--- src/rtl/pe_grad_pipe.sv ---
// pe_grad_pipe
// Gradient and weight engine for a 5x5 pixel window. Takes column and row
// sums, forms the absolute horizontal and vertical gradients, then divides
// to get a horizontal weight w_hs = (hs*2^FRAC_W - 1)/(hs + vs) and a
// complementary vertical weight w_vs = (2^FRAC_W - 1) - w_hs.
//
// Ports
//   clk      clock, all state on the rising edge
//   rst      synchronous active-high reset; aborts any operation in flight
//   start    request, only sampled in IDLE
//   win      5x5 window, row-major, element k = r*5+c at [k*PIXEL_W +: PIXEL_W]
//   busy     high whenever the FSM is not in IDLE
//   done     one-cycle pulse when the outputs update
//   grad_hs  absolute horizontal gradient
//   grad_vs  absolute vertical gradient
//   w_hs     horizontal weight
//   w_vs     vertical weight
//
// state | meaning
// IDLE  | waiting for start; window captured on acceptance
// SUM   | column and row sums registered
// GRAD  | gradients registered, divider operands loaded
// DIV   | restoring division, one quotient bit per cycle, FRAC_W cycles
// DONE  | outputs loaded, done pulsed, back to IDLE
module pe_grad_pipe #(
    parameter int PIXEL_W = 12,
    parameter int FRAC_W  = 8,
    localparam int G_W    = PIXEL_W + 4
) (
    input  logic                   clk,
    input  logic                   rst,
    input  logic                   start,
    input  logic [25*PIXEL_W-1:0]  win,
    output logic                   busy,
    output logic                   done,
    output logic [G_W-1:0]         grad_hs,
    output logic [G_W-1:0]         grad_vs,
    output logic [FRAC_W-1:0]      w_hs,
    output logic [FRAC_W-1:0]      w_vs
);

    localparam int S_W   = PIXEL_W + 3;
    localparam int D_W   = G_W + 1;
    localparam int N_W   = G_W + FRAC_W;
    localparam int CNT_W = $clog2(FRAC_W) + 1;

    typedef enum logic [2:0] {IDLE, SUM, GRAD, DIV, DONE} state_t;

    state_t               state;
    logic [25*PIXEL_W-1:0] win_q;
    logic [S_W-1:0]       col_q [5];
    logic [S_W-1:0]       row_q [5];
    logic [S_W-1:0]       col_c [5];
    logic [S_W-1:0]       row_c [5];
    logic [G_W-1:0]       hs_q, vs_q;
    logic [D_W-1:0]       divisor, rem;
    logic [FRAC_W-1:0]    low, quot;
    logic [CNT_W-1:0]     cnt;

    logic signed [D_W-1:0] hs_s, vs_s;
    logic [G_W-1:0]        hs_mag, vs_mag, hs_fix, vs_fix;
    logic [D_W-1:0]        divisor_n;
    logic [N_W-1:0]        dividend_n;
    logic [D_W:0]          trial;
    logic                  q_bit;
    logic [D_W-1:0]        rem_n;

    assign busy = (state != IDLE);

    always_comb begin
        for (int i = 0; i < 5; i++) begin
            col_c[i] = '0;
            row_c[i] = '0;
        end
        for (int r = 0; r < 5; r++) begin
            for (int c = 0; c < 5; c++) begin
                col_c[c] = col_c[c] + S_W'(win_q[(r*5+c)*PIXEL_W +: PIXEL_W]);
                row_c[r] = row_c[r] + S_W'(win_q[(r*5+c)*PIXEL_W +: PIXEL_W]);
            end
        end
    end

    // Sums are zero-extended into the signed D_W domain; 2*x is a left shift.
    always_comb begin
        hs_s = $signed({1'b0, col_q[3], 1'b0}) + $signed({2'b00, col_q[4]})
             - $signed({1'b0, col_q[1], 1'b0}) - $signed({2'b00, col_q[0]});
        vs_s = $signed({1'b0, row_q[3], 1'b0}) + $signed({2'b00, row_q[4]})
             - $signed({1'b0, row_q[1], 1'b0}) - $signed({2'b00, row_q[0]});
        hs_mag = hs_s[D_W-1] ? G_W'(-hs_s) : G_W'(hs_s);
        vs_mag = vs_s[D_W-1] ? G_W'(-vs_s) : G_W'(vs_s);
        // Flat window: avoid 0/0 by treating both gradients as 1.
        if (hs_mag == '0 && vs_mag == '0) begin
            hs_fix = G_W'(1);
            vs_fix = G_W'(1);
        end else begin
            hs_fix = hs_mag;
            vs_fix = vs_mag;
        end
        divisor_n = {1'b0, hs_fix} + {1'b0, vs_fix};
        if (hs_fix != '0)
            dividend_n = {hs_fix, {FRAC_W{1'b0}}} - N_W'(1);
        else
            dividend_n = '0;
    end

    // The upper dividend bits are always below the divisor, so they seed the
    // remainder and only the FRAC_W low bits are shifted through.
    always_comb begin
        trial = {rem, low[FRAC_W-1]};
        q_bit = (trial >= {1'b0, divisor});
        rem_n = q_bit ? D_W'(trial - {1'b0, divisor}) : D_W'(trial);
    end

    always_ff @(posedge clk) begin
        if (rst) begin
            state   <= IDLE;
            done    <= 1'b0;
            grad_hs <= '0;
            grad_vs <= '0;
            w_hs    <= '0;
            w_vs    <= '0;
            win_q   <= '0;
            for (int i = 0; i < 5; i++) begin
                col_q[i] <= '0;
                row_q[i] <= '0;
            end
            hs_q    <= '0;
            vs_q    <= '0;
            divisor <= '0;
            rem     <= '0;
            low     <= '0;
            quot    <= '0;
            cnt     <= '0;
        end else begin
            done <= 1'b0;
            case (state)
                IDLE: begin
                    if (start) begin
                        win_q <= win;
                        state <= SUM;
                    end
                end
                SUM: begin
                    col_q <= col_c;
                    row_q <= row_c;
                    state <= GRAD;
                end
                GRAD: begin
                    hs_q    <= hs_mag;
                    vs_q    <= vs_mag;
                    divisor <= divisor_n;
                    rem     <= {1'b0, dividend_n[N_W-1:FRAC_W]};
                    low     <= dividend_n[FRAC_W-1:0];
                    quot    <= '0;
                    cnt     <= '0;
                    state   <= DIV;
                end
                DIV: begin
                    rem  <= rem_n;
                    low  <= low << 1;
                    quot <= FRAC_W'({quot, q_bit});
                    cnt  <= cnt + CNT_W'(1);
                    if (cnt == CNT_W'(FRAC_W - 1))
                        state <= DONE;
                end
                DONE: begin
                    grad_hs <= hs_q;
                    grad_vs <= vs_q;
                    w_hs    <= quot;
                    w_vs    <= {FRAC_W{1'b1}} - quot;
                    done    <= 1'b1;
                    state   <= IDLE;
                end
                default: state <= IDLE;
            endcase
        end
    end

endmodule

--- config.mk ---
export PLATFORM = sky130hd
export DESIGN_NAME = pe_grad_pipe
export DESIGN_NICKNAME = d
export VERILOG_FILES = /design/src/rtl/pe_grad_pipe.sv
export SDC_FILE = /design/constraint.sdc
export NUM_CORES = 2
export LEC_CHECK = 0
export CELL_PAD_IN_SITES_DETAIL_PLACEMENT = 1
export CELL_PAD_IN_SITES_GLOBAL_PLACEMENT = 1
export CORE_ASPECT_RATIO = 0.5
export CORE_MARGIN = 2
export CORE_UTILIZATION = 35
export CTS_CLUSTER_DIAMETER = 120
export CTS_CLUSTER_SIZE = 24
export DETAILED_ROUTE_END_ITERATION = 8
export PLACE_DENSITY_LB_ADDON = 0.1
export SLEW_MARGIN = 20
export SYNTH_ARGS = -nofsm -noshare
export SYNTH_HDL_FRONTEND = slang
export SYNTH_SLANG_ARGS = --single-unit
export TNS_END_PERCENT = 10
--- constraint.sdc ---
create_clock -name clk -period 14.6 [get_ports clk]
set_input_delay 2.19 -clock clk [delete_from_list [all_inputs] [get_ports clk]]
set_output_delay 2.19 -clock clk [all_outputs]
set_load 0.01 [all_outputs]
==> qor.txt <==
outcome -> complete, no violations
setup violators final -> 0
Iter 0 DRT Violations -> 1969
share of the yosys chip area belonging to registers -> 0.316
prevailing post-synth register cell -> dfxtp_1
reg2reg end -> divisor[15]
FP Rows -> 81
R2R depth -> 31
starting density of the core -> 0.354
Routed WL -> 128000 µm
Peak VDD IR -> 0.000295 V
post-route cell area -> 39900 µm²
Avg Cell Area, Syn -> 8.66 µm²
hold_sp -> w_hs[7]
LEAKAGE -> 16.0 nW
most common cell after layout, fill and taps aside -> nand2_1
final worst slack -> 5.57 ns
Clk pin slew, worst setup/hold paths -> 0.11 ns
Mapped Cells -> 3995
asr flop ratio synth -> 0
Root Driver -> clkbuf_16
CP Launch Type -> flop
Die X-Extent -> 449 µm
R2R setup slack -> 5.57 ns
Area Growth Syn to Fin -> 15.2%
Tmin final -> 9.03 ns
HPWL after DPL -> 105000 µm
htree depth -> 1
Vias/cell -> 5.13
pre-CTS setup slack -> 5.52 ns
CTS Buf Count -> 26
GRT Total Usage -> 0.250
sinks on the clock net -> 546
routability congestion estimate -> 0.977
Worst path slowest cell -> o21ai_1
PortBufs -> 340
Crit Path Max Fanout -> 11
critical path class -> flop to flop
ANT cells -> 0
relative slew slack -> 0.151
wire per inst -> 23.3 µm
first-pass GRT wire length -> 189000 µm
Bufs and invs on worst path -> 3
Min-Delay Endpoint -> w_hs[7]
crit path DAT -> 9.53 ns
period utilization -> 0.618
drt pass-1 iters -> 5
Post-Syn Area -> 34600 µm²
post-route antenna net violation count -> 0
Setup TNS -> 0 ns
share of layout cells above drive strength 1 -> 0.0253
antenna violations before repair -> 4
Residual DRC -> 0
critical path endpoint category -> flop
hold_buf cts -> 0
most frequent cells in the layout -> nand2_1, a21oi_1, dfxtp_1
final hold violation count -> 0
post-route insts no fill -> 5518
Die ar. -> 102000 µm²
io pins -> 353
yosys warns -> 0
pin count of the biggest net entering global routing -> 213
Placement Cell Area -> 39200 µm²
Worst Hold Class -> flop to flop
core area -> 97900 µm²
f_max -> 111 MHz
die height -> 226 µm
Slew @ Worst Pin -> 1.27 ns
hold depth -> 2
CTS tree -> yes
syn_nets -> 4832
Power Dens Cells -> 245 nW/µm²
vias in the first global route -> 29122
maxcap violations -> 0
Post-Place Cells -> 5489
Cell variety after synth -> 95
RSZ-0062 raised after global routing -> no
Post-synth EDFFs -> 0
Worst EP required -> 15.10 ns
Top delay family on crit path -> compound AO/OA/AOI/OAI gates
Final Skew -> 0.0557 ns
Max clock buf depth -> 3
Setup Buffers After CTS -> 0
Worst-Skew Late Latency -> 0.68 ns
GR Overflow Total -> 0
flops & latches, synth -> 546
Final Max Slew Viols -> 0
critical path's largest stage delay -> 0.72 ns
post_cts resized -> 0
Vias -> 28327
fin nets -> 5027
worst r2r src -> row_q[2]
-- final cells by class --
class | instances | area [µm²]
Clock inverter | 2 | 25.0
Multi-Input combinational cell | 2957 | 21800
Tap cell | 1328 | 1660
Inverter | 293 | 1100
Timing Repair Buffer | 366 | 3650
Clock buffer | 26 | 651
Sequential cell | 546 | 10900
Fill cell | 11472 | 58000
-- synthesized netlist by cell type, types with 6 or more instances --
master      n  area, µm²
fa_1      338       6770
mux2_2     14        158
o21ai_1     8       40.0
a22oi_1    24        180
a211oi_1   36        270
dfxtp_1   546      10900
or3_1      14       87.6
nand2_1   904       3390
and2_1     19        119
nand3b_1   22        165
nand2b_1   15       93.8
a31oi_1    16        100
buf_2       6       30.0
a21o_1     23        173
nor2b_1    27        169
o2111a_1    6       67.6
nand4_1    13       81.3
inv_1     293       1100
mux2i_1     7       70.1
o21ai_0   119        596
clkbuf_1  185        694
nand3_1    27        135
o21a_1     20        150
ha_1      196       2450
a21oi_1   555       2780
nor3_1     62        310
nor2_1    171        642
a21boi_0   28        210
nor4_1      6       37.5
buf_1       6       22.5
xor2_1     26        228
a221oi_1    8       70.1
o211ai_1   23        173
nor3b_1    16        120
xnor2_1   105        920
and3_1      6       37.5
-- worst reg2reg max path: cells and delay by family, from the launching register on --
family	cells	cell delay (ns)
AND/OR/NAND/NOR	7	1.92
XOR/XNOR	1	0.66
AO/OA/AOI/OAI	14	3.83
buffers and inverters	3	0.19
adder cells (fa/ha/maj)	4	1.64
flip-flops	1	0.35
multiplexers	2	0.33
-- registers in the layout, summed over array words and instances, names as in the netlist --
register  count
cnt           4
col_q        60
divisor      17
done          1
grad_hs      16
grad_vs      16
hs_q         16
low           8
quot          8
rem          17
row_q        60
state         3
vs_q         16
w_hs          8
w_vs          8
win_q       288
-- how the worst max path moves through the flow --
| stage | from | to | slack, ns | cells past startpoint |
|---|---|---|---|---|
| finish | row_q[2] | divisor[15] | 5.57 | 31 |
| global route | row_q[2] | divisor[15] | 4.85 | 31 |
| CTS | row_q[2] | divisor[15] | 5.50 | 31 |
| detailed placement | row_q[2] | divisor[15] | 5.52 | 31 |
| global placement | row_q[2] | divisor[15] | 5.67 | 31 |
| floorplan | row_q[5] | divisor[15] | 7.40 | 31 |
-- report_power, final --
part	switching, W	internal (W)
registers	0.000158	0.00163
logic	0.00435	0.00276
clock network	0.000539	0.000322
-- routing by layer --
layer,part of all wire,global-route usage,up-vias
li1,-,-,13570
met1,0.46,0.342,14050
met2,0.44,0.398,586
met3,0.062,0.0513,121
met4,0.033,0.0719,0
met5,0,0,-
-- through the flow --
step	hold slack, ns	power, W	utilization
floorplan	0.432	0.00676	-
CTS	0.462	0.00980	0.407
global placement	0.441	0.00874	0.400
global route	0.473	0.0106	0.407
detailed placement	0.448	0.00889	0.400
finish	0.459	0.00976	0.407
-- cells by family (layout without fill, tap and decap cells) --
| logic type | Yosys count | count (layout) | synth area share |
|---|---|---|---|
| xor+xnor | 134 | 134 | 0.0347 |
| fa+ha+maj | 535 | 535 | 0.267 |
| buf+inv | 492 | 687 | 0.0538 |
| compound gates | 932 | 932 | 0.158 |
| simple gates | 1335 | 1335 | 0.165 |
| flops | 546 | 546 | 0.316 |
| mux | 21 | 21 | 0.00658 |
Note: power is estimated with default switching activity, not from simulation.
